`src/rtl/uart_tx_fifo.sv`:
```
// Byte FIFO feeding a UART transmitter with run-time frame format and a level-threshold interrupt.
// Defining UART_TX_BREAK_EN enables the break state (line held low while brk=1).
module uart_tx_fifo #(
  parameter int unsigned CLK_HZ     = 100000000,
  parameter int unsigned DEPTH      = 16,
  parameter int unsigned IRQ_THRESH = 0
) (
  input  logic                    clk,
  input  logic                    rst,
  input  logic [3:0]              baud,
  input  logic                    eight,
  input  logic                    parity_en,
  input  logic                    odd_n_even,
  input  logic                    stop2,
  input  logic                    wr_en,
  input  logic [7:0]              wr_data,
  input  logic                    brk,
  input  logic                    irq_ack,
  output logic                    tx,
  output logic                    full,
  output logic                    empty,
  output logic [$clog2(DEPTH):0]  level,
  output logic                    irq
);

  localparam int AW   = $clog2(DEPTH);
  localparam int CNTW = AW + 1;
  localparam int CW   = $clog2(CLK_HZ / 300 + 1);
  localparam logic [AW:0] THRESH = CNTW'(IRQ_THRESH);

  typedef enum logic [2:0] {IDLE, START, DATA, PARITY, STOP1, STOP2, BREAK} state_e;

  logic [7:0]    mem_q [DEPTH];
  logic [AW-1:0] wptr_q, rptr_q;
  logic [AW:0]   count_q, count_d;
  logic          push, pop, irq_q, irq_d;
  logic [7:0]    rdData;

  state_e        state_q, state_d;
  logic [CW-1:0] cnt_q, cnt_d, period;
  logic [2:0]    bitIdx_q, bitIdx_d;
  logic [7:0]    shreg_q, shreg_d;
  logic          parity_q, parity_d;
  logic [3:0]    baud_q, baud_d;
  logic          eight_q, eight_d, parEn_q, parEn_d, stop2_q, stop2_d;
  logic          bitDone, frameEnd, launch, brkReq;
  logic [7:0]    launchData;

`ifdef UART_TX_BREAK_EN
  logic          brkHigh_q, brkHigh_d;
  assign brkReq = brk;
`else
  logic          unusedBrk;
  assign brkReq    = 1'b0;
  assign unusedBrk = brk;
`endif

  assign push   = wr_en & ~full;
  assign rdData = mem_q[rptr_q];
  assign full   = (count_q == CNTW'(DEPTH));
  assign empty  = (count_q == '0);
  assign level  = count_q;
  assign irq    = irq_q;

  always_ff @(posedge clk) begin
    if (push) mem_q[wptr_q] <= wr_data;
  end

  always_comb begin
    count_d = count_q;
    case ({push, pop})
      2'b10:   count_d = count_q + 1'b1;
      2'b01:   count_d = count_q - 1'b1;
      default: count_d = count_q;
    endcase
  end

  // Set wins over acknowledge so an edge coinciding with irq_ack is not lost.
  always_comb begin
    irq_d = irq_q;
    if (irq_ack) irq_d = 1'b0;
    if ((count_q > THRESH) && (count_d <= THRESH)) irq_d = 1'b1;
  end

  always_ff @(posedge clk or negedge rst) begin
    if (!rst) begin
      wptr_q  <= '0;
      rptr_q  <= '0;
      count_q <= '0;
      irq_q   <= 1'b0;
    end else begin
      if (push) wptr_q <= wptr_q + 1'b1;
      if (pop)  rptr_q <= rptr_q + 1'b1;
      count_q <= count_d;
      irq_q   <= irq_d;
    end
  end

  always_comb begin
    case (baud_q)
      4'd0:    period = CW'(CLK_HZ / 300);
      4'd1:    period = CW'(CLK_HZ / 1200);
      4'd2:    period = CW'(CLK_HZ / 2400);
      4'd3:    period = CW'(CLK_HZ / 4800);
      4'd4:    period = CW'(CLK_HZ / 9600);
      4'd5:    period = CW'(CLK_HZ / 19200);
      4'd6:    period = CW'(CLK_HZ / 38400);
      4'd7:    period = CW'(CLK_HZ / 57600);
      4'd8:    period = CW'(CLK_HZ / 115200);
      4'd9:    period = CW'(CLK_HZ / 230400);
      4'd10:   period = CW'(CLK_HZ / 460800);
      default: period = CW'(CLK_HZ / 921600);
    endcase
  end

  assign bitDone    = (cnt_q == period - 1'b1);
  assign launchData = {eight & rdData[7], rdData[6:0]};

  // Frame end re-checks the queue directly so back-to-back frames have no idle gap.
  always_comb begin
    state_d  = state_q;
    cnt_d    = bitDone ? '0 : cnt_q + 1'b1;
    bitIdx_d = bitIdx_q;
    shreg_d  = shreg_q;
    parity_d = parity_q;
    baud_d   = baud_q;
    eight_d  = eight_q;
    parEn_d  = parEn_q;
    stop2_d  = stop2_q;
    pop      = 1'b0;
    frameEnd = 1'b0;
    launch   = 1'b0;
`ifdef UART_TX_BREAK_EN
    brkHigh_d = brkHigh_q;
`endif
    case (state_q)
      IDLE: frameEnd = 1'b1;
      START: if (bitDone) begin
        state_d  = DATA;
        bitIdx_d = '0;
      end
      DATA: if (bitDone) begin
        shreg_d  = shreg_q >> 1;
        bitIdx_d = bitIdx_q + 1'b1;
        if (bitIdx_q == (eight_q ? 3'd7 : 3'd6)) state_d = parEn_q ? PARITY : STOP1;
      end
      PARITY: if (bitDone) state_d = STOP1;
      STOP1: if (bitDone) begin
        if (stop2_q) state_d = STOP2;
        else         frameEnd = 1'b1;
      end
      STOP2: if (bitDone) frameEnd = 1'b1;
      BREAK: begin
`ifdef UART_TX_BREAK_EN
        if (!brkHigh_q) begin
          cnt_d     = '0;
          brkHigh_d = ~brk;
        end else if (bitDone) begin
          brkHigh_d = 1'b0;
          frameEnd  = 1'b1;
        end
`else
        state_d = IDLE;
`endif
      end
      default: state_d = IDLE;
    endcase
    if (frameEnd) begin
      if (brkReq) begin
        state_d = BREAK;
        cnt_d   = '0;
        baud_d  = baud;
`ifdef UART_TX_BREAK_EN
        brkHigh_d = 1'b0;
`endif
      end else if (!empty) begin
        launch = 1'b1;
      end else begin
        state_d = IDLE;
        cnt_d   = '0;
      end
    end
    if (launch) begin
      pop      = 1'b1;
      state_d  = START;
      cnt_d    = '0;
      shreg_d  = launchData;
      parity_d = (^launchData) ^ odd_n_even;
      baud_d   = baud;
      eight_d  = eight;
      parEn_d  = parity_en;
      stop2_d  = stop2;
    end
  end

  always_ff @(posedge clk or negedge rst) begin
    if (!rst) begin
      state_q  <= IDLE;
      cnt_q    <= '0;
      bitIdx_q <= '0;
      shreg_q  <= '0;
      parity_q <= 1'b0;
      baud_q   <= '0;
      eight_q  <= 1'b0;
      parEn_q  <= 1'b0;
      stop2_q  <= 1'b0;
`ifdef UART_TX_BREAK_EN
      brkHigh_q <= 1'b0;
`endif
    end else begin
      state_q  <= state_d;
      cnt_q    <= cnt_d;
      bitIdx_q <= bitIdx_d;
      shreg_q  <= shreg_d;
      parity_q <= parity_d;
      baud_q   <= baud_d;
      eight_q  <= eight_d;
      parEn_q  <= parEn_d;
      stop2_q  <= stop2_d;
`ifdef UART_TX_BREAK_EN
      brkHigh_q <= brkHigh_d;
`endif
    end
  end

  always_comb begin
    tx = 1'b1;
    case (state_q)
      START:  tx = 1'b0;
      DATA:   tx = shreg_q[0];
      PARITY: tx = parity_q;
`ifdef UART_TX_BREAK_EN
      BREAK:  tx = brkHigh_q;
`endif
      default: tx = 1'b1;
    endcase
  end

endmodule

```
`config.mk`:
```
export PLATFORM = sky130hd
export DESIGN_NAME = uart_tx_fifo
export DESIGN_NICKNAME = d
export VERILOG_FILES = /design/src/rtl/uart_tx_fifo.sv
export SDC_FILE = /design/constraint.sdc
export NUM_CORES = 1
export LEC_CHECK = 0
export CAP_MARGIN = 20
export CORE_ASPECT_RATIO = 1.75
export CORE_MARGIN = 2
export CORE_UTILIZATION = 50
export DETAILED_ROUTE_END_ITERATION = 8
export PLACE_DENSITY = 0.7
export SYNTH_ARGS = -nofsm -noshare
export SYNTH_HDL_FRONTEND = slang
export SYNTH_SLANG_ARGS = --single-unit
```
`constraint.sdc`:
```
create_clock -name clk -period 5.3 [get_ports clk]
set_input_delay 1.06 -clock clk [delete_from_list [all_inputs] [get_ports clk]]
set_output_delay 1.06 -clock clk [all_outputs]
set_load 0.05 [all_outputs]
```
==> impl_results.md <==
* Outcome: finished clean
* Final Slew Violations at 0
* CP max-delay cell: or4_4
* Vias in the first global route at 5843
* Synth Register Bits at 183
* Cell Rows at 64
* CORE AREA at 0.0173 mm²
* Pwr dens at 430 mW/mm²
* First-pass GRT wire length at 30.4 mm
* Total number of yosys warnings at 0
* CP Launch Point: baud_q[0]
* MaxCap Viol Count at 0
* Area growth, synth to finish at 14.3%
* Synth Area in Compound Gates at 0.0835
* DP HPWL at 14.1 mm
* Clock slew seen by the registers of the worst setup and hold paths at 0.07 ns
* Hold-fix buffers at CTS at 0
* Final instance area at 0.0100 mm²
* Maximum clock insertion buffer count at 2
* CTS buffer count at 17
* DP Cell Count at 910
* Total Power at 4.30 mW
* Synth Net Count at 706
* Largest family of logic cells by synthesized area: simple AND/OR/NAND/NOR gates
* Hold Path Class: flop to flop
* Initial DRC Count at 336
* CTS HTree Levels at 4
* Initial antenna violation count at 0
* Initial Utilization at 0.506
* Setup Viol. Count Final at 0
* Peak VDD IR at 0.000374 V
* Seq/Total Area, Yosys at 0.597
* Io pins at 30
* CP Class: flop to flop
* CP max FO at 5
* Final hold viol count at 0
* CP endpoint kind: flop
* Layout cells sized above 1 at 0.158
* Reg2reg setup slack at 0.19 ns
* Critical R2R Launch: baud_q[0]
* # DRC at 0
* Syn_area_per_cell at 13.1 µm²
* Worst Path Arrival at 5.46 ns
* Drt total wl at 19.2 mm
* Main flop type after synthesis: edfxtp_1
* PortBufs at 28
* Ant. Diodes at 0
* Via count at 5558
* Worst-skew pair later-pin latency at 0.43 ns
* Antenna Nets Post-Route at 0
* Fin util at 0.578
* Non-Filler Instances at 944
* Cell Area, Synth at 0.00875 mm²
* Post-synthesis adder-cell area fraction at 0.0243
* Synth Area in XOR/XNOR at 0.0564
* Nets@finish at 738
* Pre-antenna DRT Iters at 5
* Post-Synthesis Cells at 668
* Sink Count at 183
* Pin count of the biggest net entering global routing at 56
* GPL Wtd Cong at 0.871
* Leakage power at 3.65 nW
* Synth Area in Simple Gates at 0.111
* Final Cycle Share at 0.965
* Fmax at 0.196 GHz
* CTS root buffer: clkbuf_16
* Worst R2R Path Depth at 21
* CP most frequent cell: ha_4
* Worst setup endpoint: irq
* Placed cell area at 0.00937 mm²
* RR Endpoint: irq
* Async SR Flop Fraction at 0.301
* Slew margin rel. at 0.306
* Post-synth EDFFs at 128
* TritonCTS clock tree: yes
* Routed WL per cell at 20.4 µm
* Clock Skews at 0.00718 ns
* Worst Setup Start Kind: flop
* Die H at 179 µm
* Die Span X at 104 µm
* CP Cell Sequence: inv_4 -> ha_4 -> nand2b_4 -> or3b_4 -> ha_4 -> xnor2_1 -> or4_4 -> a21oi_2 -> or4b_4 -> o41a_1 -> or2_4 -> inv_4 -> ha_4 -> xor2_2 -> ha_2 -> a21oi_2 -> xor2_1 -> nor2_1 -> xor2_1 -> or4_4 -> o32ai_2
* Total track usage at 0.217
* Grt ovf at 0
* Area of the die at 0.0186 mm²
* Vias/cell at 5.89
* Crit-path max cell delay at 0.53 ns
* Post-synthesis mux area share at 0.0991
* Worst-Margin Slew at 1.04 ns
* Crit path required time at 5.64 ns
* Synth cell types at 62
* Period minus WS final at 5.11 ns
[synth_stat cells (all sizes together) (8+ instances only)]
| cell type | instances | area share |
|---|---|---|
| nand2b | 11 | 0.0079 |
| nor2b | 12 | 0.0086 |
| xor2 | 22 | 0.022 |
| a22oi | 8 | 0.0069 |
| o21ai | 30 | 0.017 |
| and3 | 8 | 0.0057 |
| mux2 | 12 | 0.016 |
| mux4 | 19 | 0.049 |
| dfrtp | 55 | 0.16 |
| mux2i | 30 | 0.034 |
| inv | 20 | 0.0086 |
| a21oi | 11 | 0.0063 |
| xnor2 | 29 | 0.029 |
| a221oi | 16 | 0.016 |
| buf | 16 | 0.011 |
| clkbuf | 21 | 0.0090 |
| a31oi | 10 | 0.0072 |
| nand2 | 32 | 0.014 |
| nor3 | 21 | 0.012 |
| nor2 | 49 | 0.021 |
| ha | 17 | 0.024 |
| edfxtp | 128 | 0.44 |
| nand3 | 20 | 0.011 |
[flip-flops by register name, indices dropped and copies added (netlist names)]
signal,count
mem_q,128
cnt_q,19
shreg_q,8
level,5
baud_q,4
rptr_q,4
wptr_q,4
bitIdx_q,3
state_q,3
eight_q,1
irq,1
parEn_q,1
parity_q,1
stop2_q,1
[how the worst min path moves through the flow]
stage | endpoint | cells past startpoint | slack (ns) | from
floorplan | parity_q | 1 | 0.48 | parity_q
global placement | parity_q | 1 | 0.50 | parity_q
detailed placement | shreg_q[0] | 2 | 0.52 | shreg_q[1]
CTS | shreg_q[0] | 2 | 0.53 | shreg_q[1]
global route | parity_q | 1 | 0.55 | parity_q
finish | shreg_q[0] | 2 | 0.53 | shreg_q[1]
[final cells by class]
type,instances,area [µm²]
Multi-Input combinational cell,427,3370
Fill cell,1423,7290
Tap cell,231,289
Clock buffer,18,429
Timing Repair Buffer,50,440
Clock inverter,14,163
Inverter,21,83.8
Sequential cell,183,5220
[layer usage]
metal,track usage,part of all wire,vias to the layer above
li1,-,-,2568
met1,0.206,0.34,2800
met2,0.425,0.58,136
met3,0.0422,0.028,54
met4,0.132,0.050,0
met5,0,0,-
[timing repair]
action                                  in CTS  in global routing
endpoints found under the setup margin       1                  1
gates resized for setup                      1                  5
gates cloned                                 0                  0
setup buffers                                1                  1
pin swaps                                    0                  4
endpoints found under the hold margin        0                  0
[logic make-up (layout without fill, tap and decap cells)]
family                     after synthesis  after routing
muxes                                   61             61
xor gates and xnor gates                53             53
DFF                                    183            183
and+or+nand+nor                        189            189
adders and majority gates               17             17
buffers and inverters                   58            103
AOI/OAI and AO/OA                      107            107
[placed cells by master (no fill, tap or decap), types with 5 or more instances in the layout]
cell type	netlist	final
a221oi_1	16	16
o21ai_0	29	28
nand3_1	20	20
clkdlybuf4s50_1	0	27
nand2_1	32	32
a22oi_1	8	8
a21o_1	5	5
edfxtp_1	128	128
clkbuf_16	0	17
inv_6	0	5
xnor2_1	29	29
nor3_1	21	21
nor2_1	49	49
mux4_2	19	19
a21oi_1	11	9
nor2b_1	12	11
mux2_2	11	11
and3_1	8	8
mux2i_1	30	30
xor2_1	22	21
ha_1	17	12
buf_4	1	22
nand2b_1	11	10
and2_1	7	7
inv_1	20	18
a31oi_1	10	10
dfrtp_1	55	52
[critical path, delay by kind of cell (launching register included)]
kind | cells | cell delay, ns
and+or+nand+nor | 7 | 2.32
adders and majority gates | 4 | 0.73
buffers and inverters | 2 | 0.15
DFF | 1 | 0.43
xor gates and xnor gates | 4 | 0.61
AOI/OAI and AO/OA | 4 | 0.78
[power by group]
part           total (mW)  switching [mW]  internal [mW]
clock                1.26           0.554          0.706
combinational        1.13           0.630          0.501
sequential           1.91           0.182           1.73
[metrics by stage]
| stage | worst slack [ns] | TNS (ns) | hold WS, ns |
|---|---|---|---|
| after floorplan | 0.0115 | 0 | 0.480 |
| after global placement | 0.141 | 0 | 0.498 |
| after detailed placement | 0.0167 | 0 | 0.519 |
| after CTS | 0.00205 | 0 | 0.532 |
| after global routing | -0.00103 | -0.00103 | 0.547 |
| final | 0.187 | 0 | 0.528 |
(Power assumes the default switching activity.)
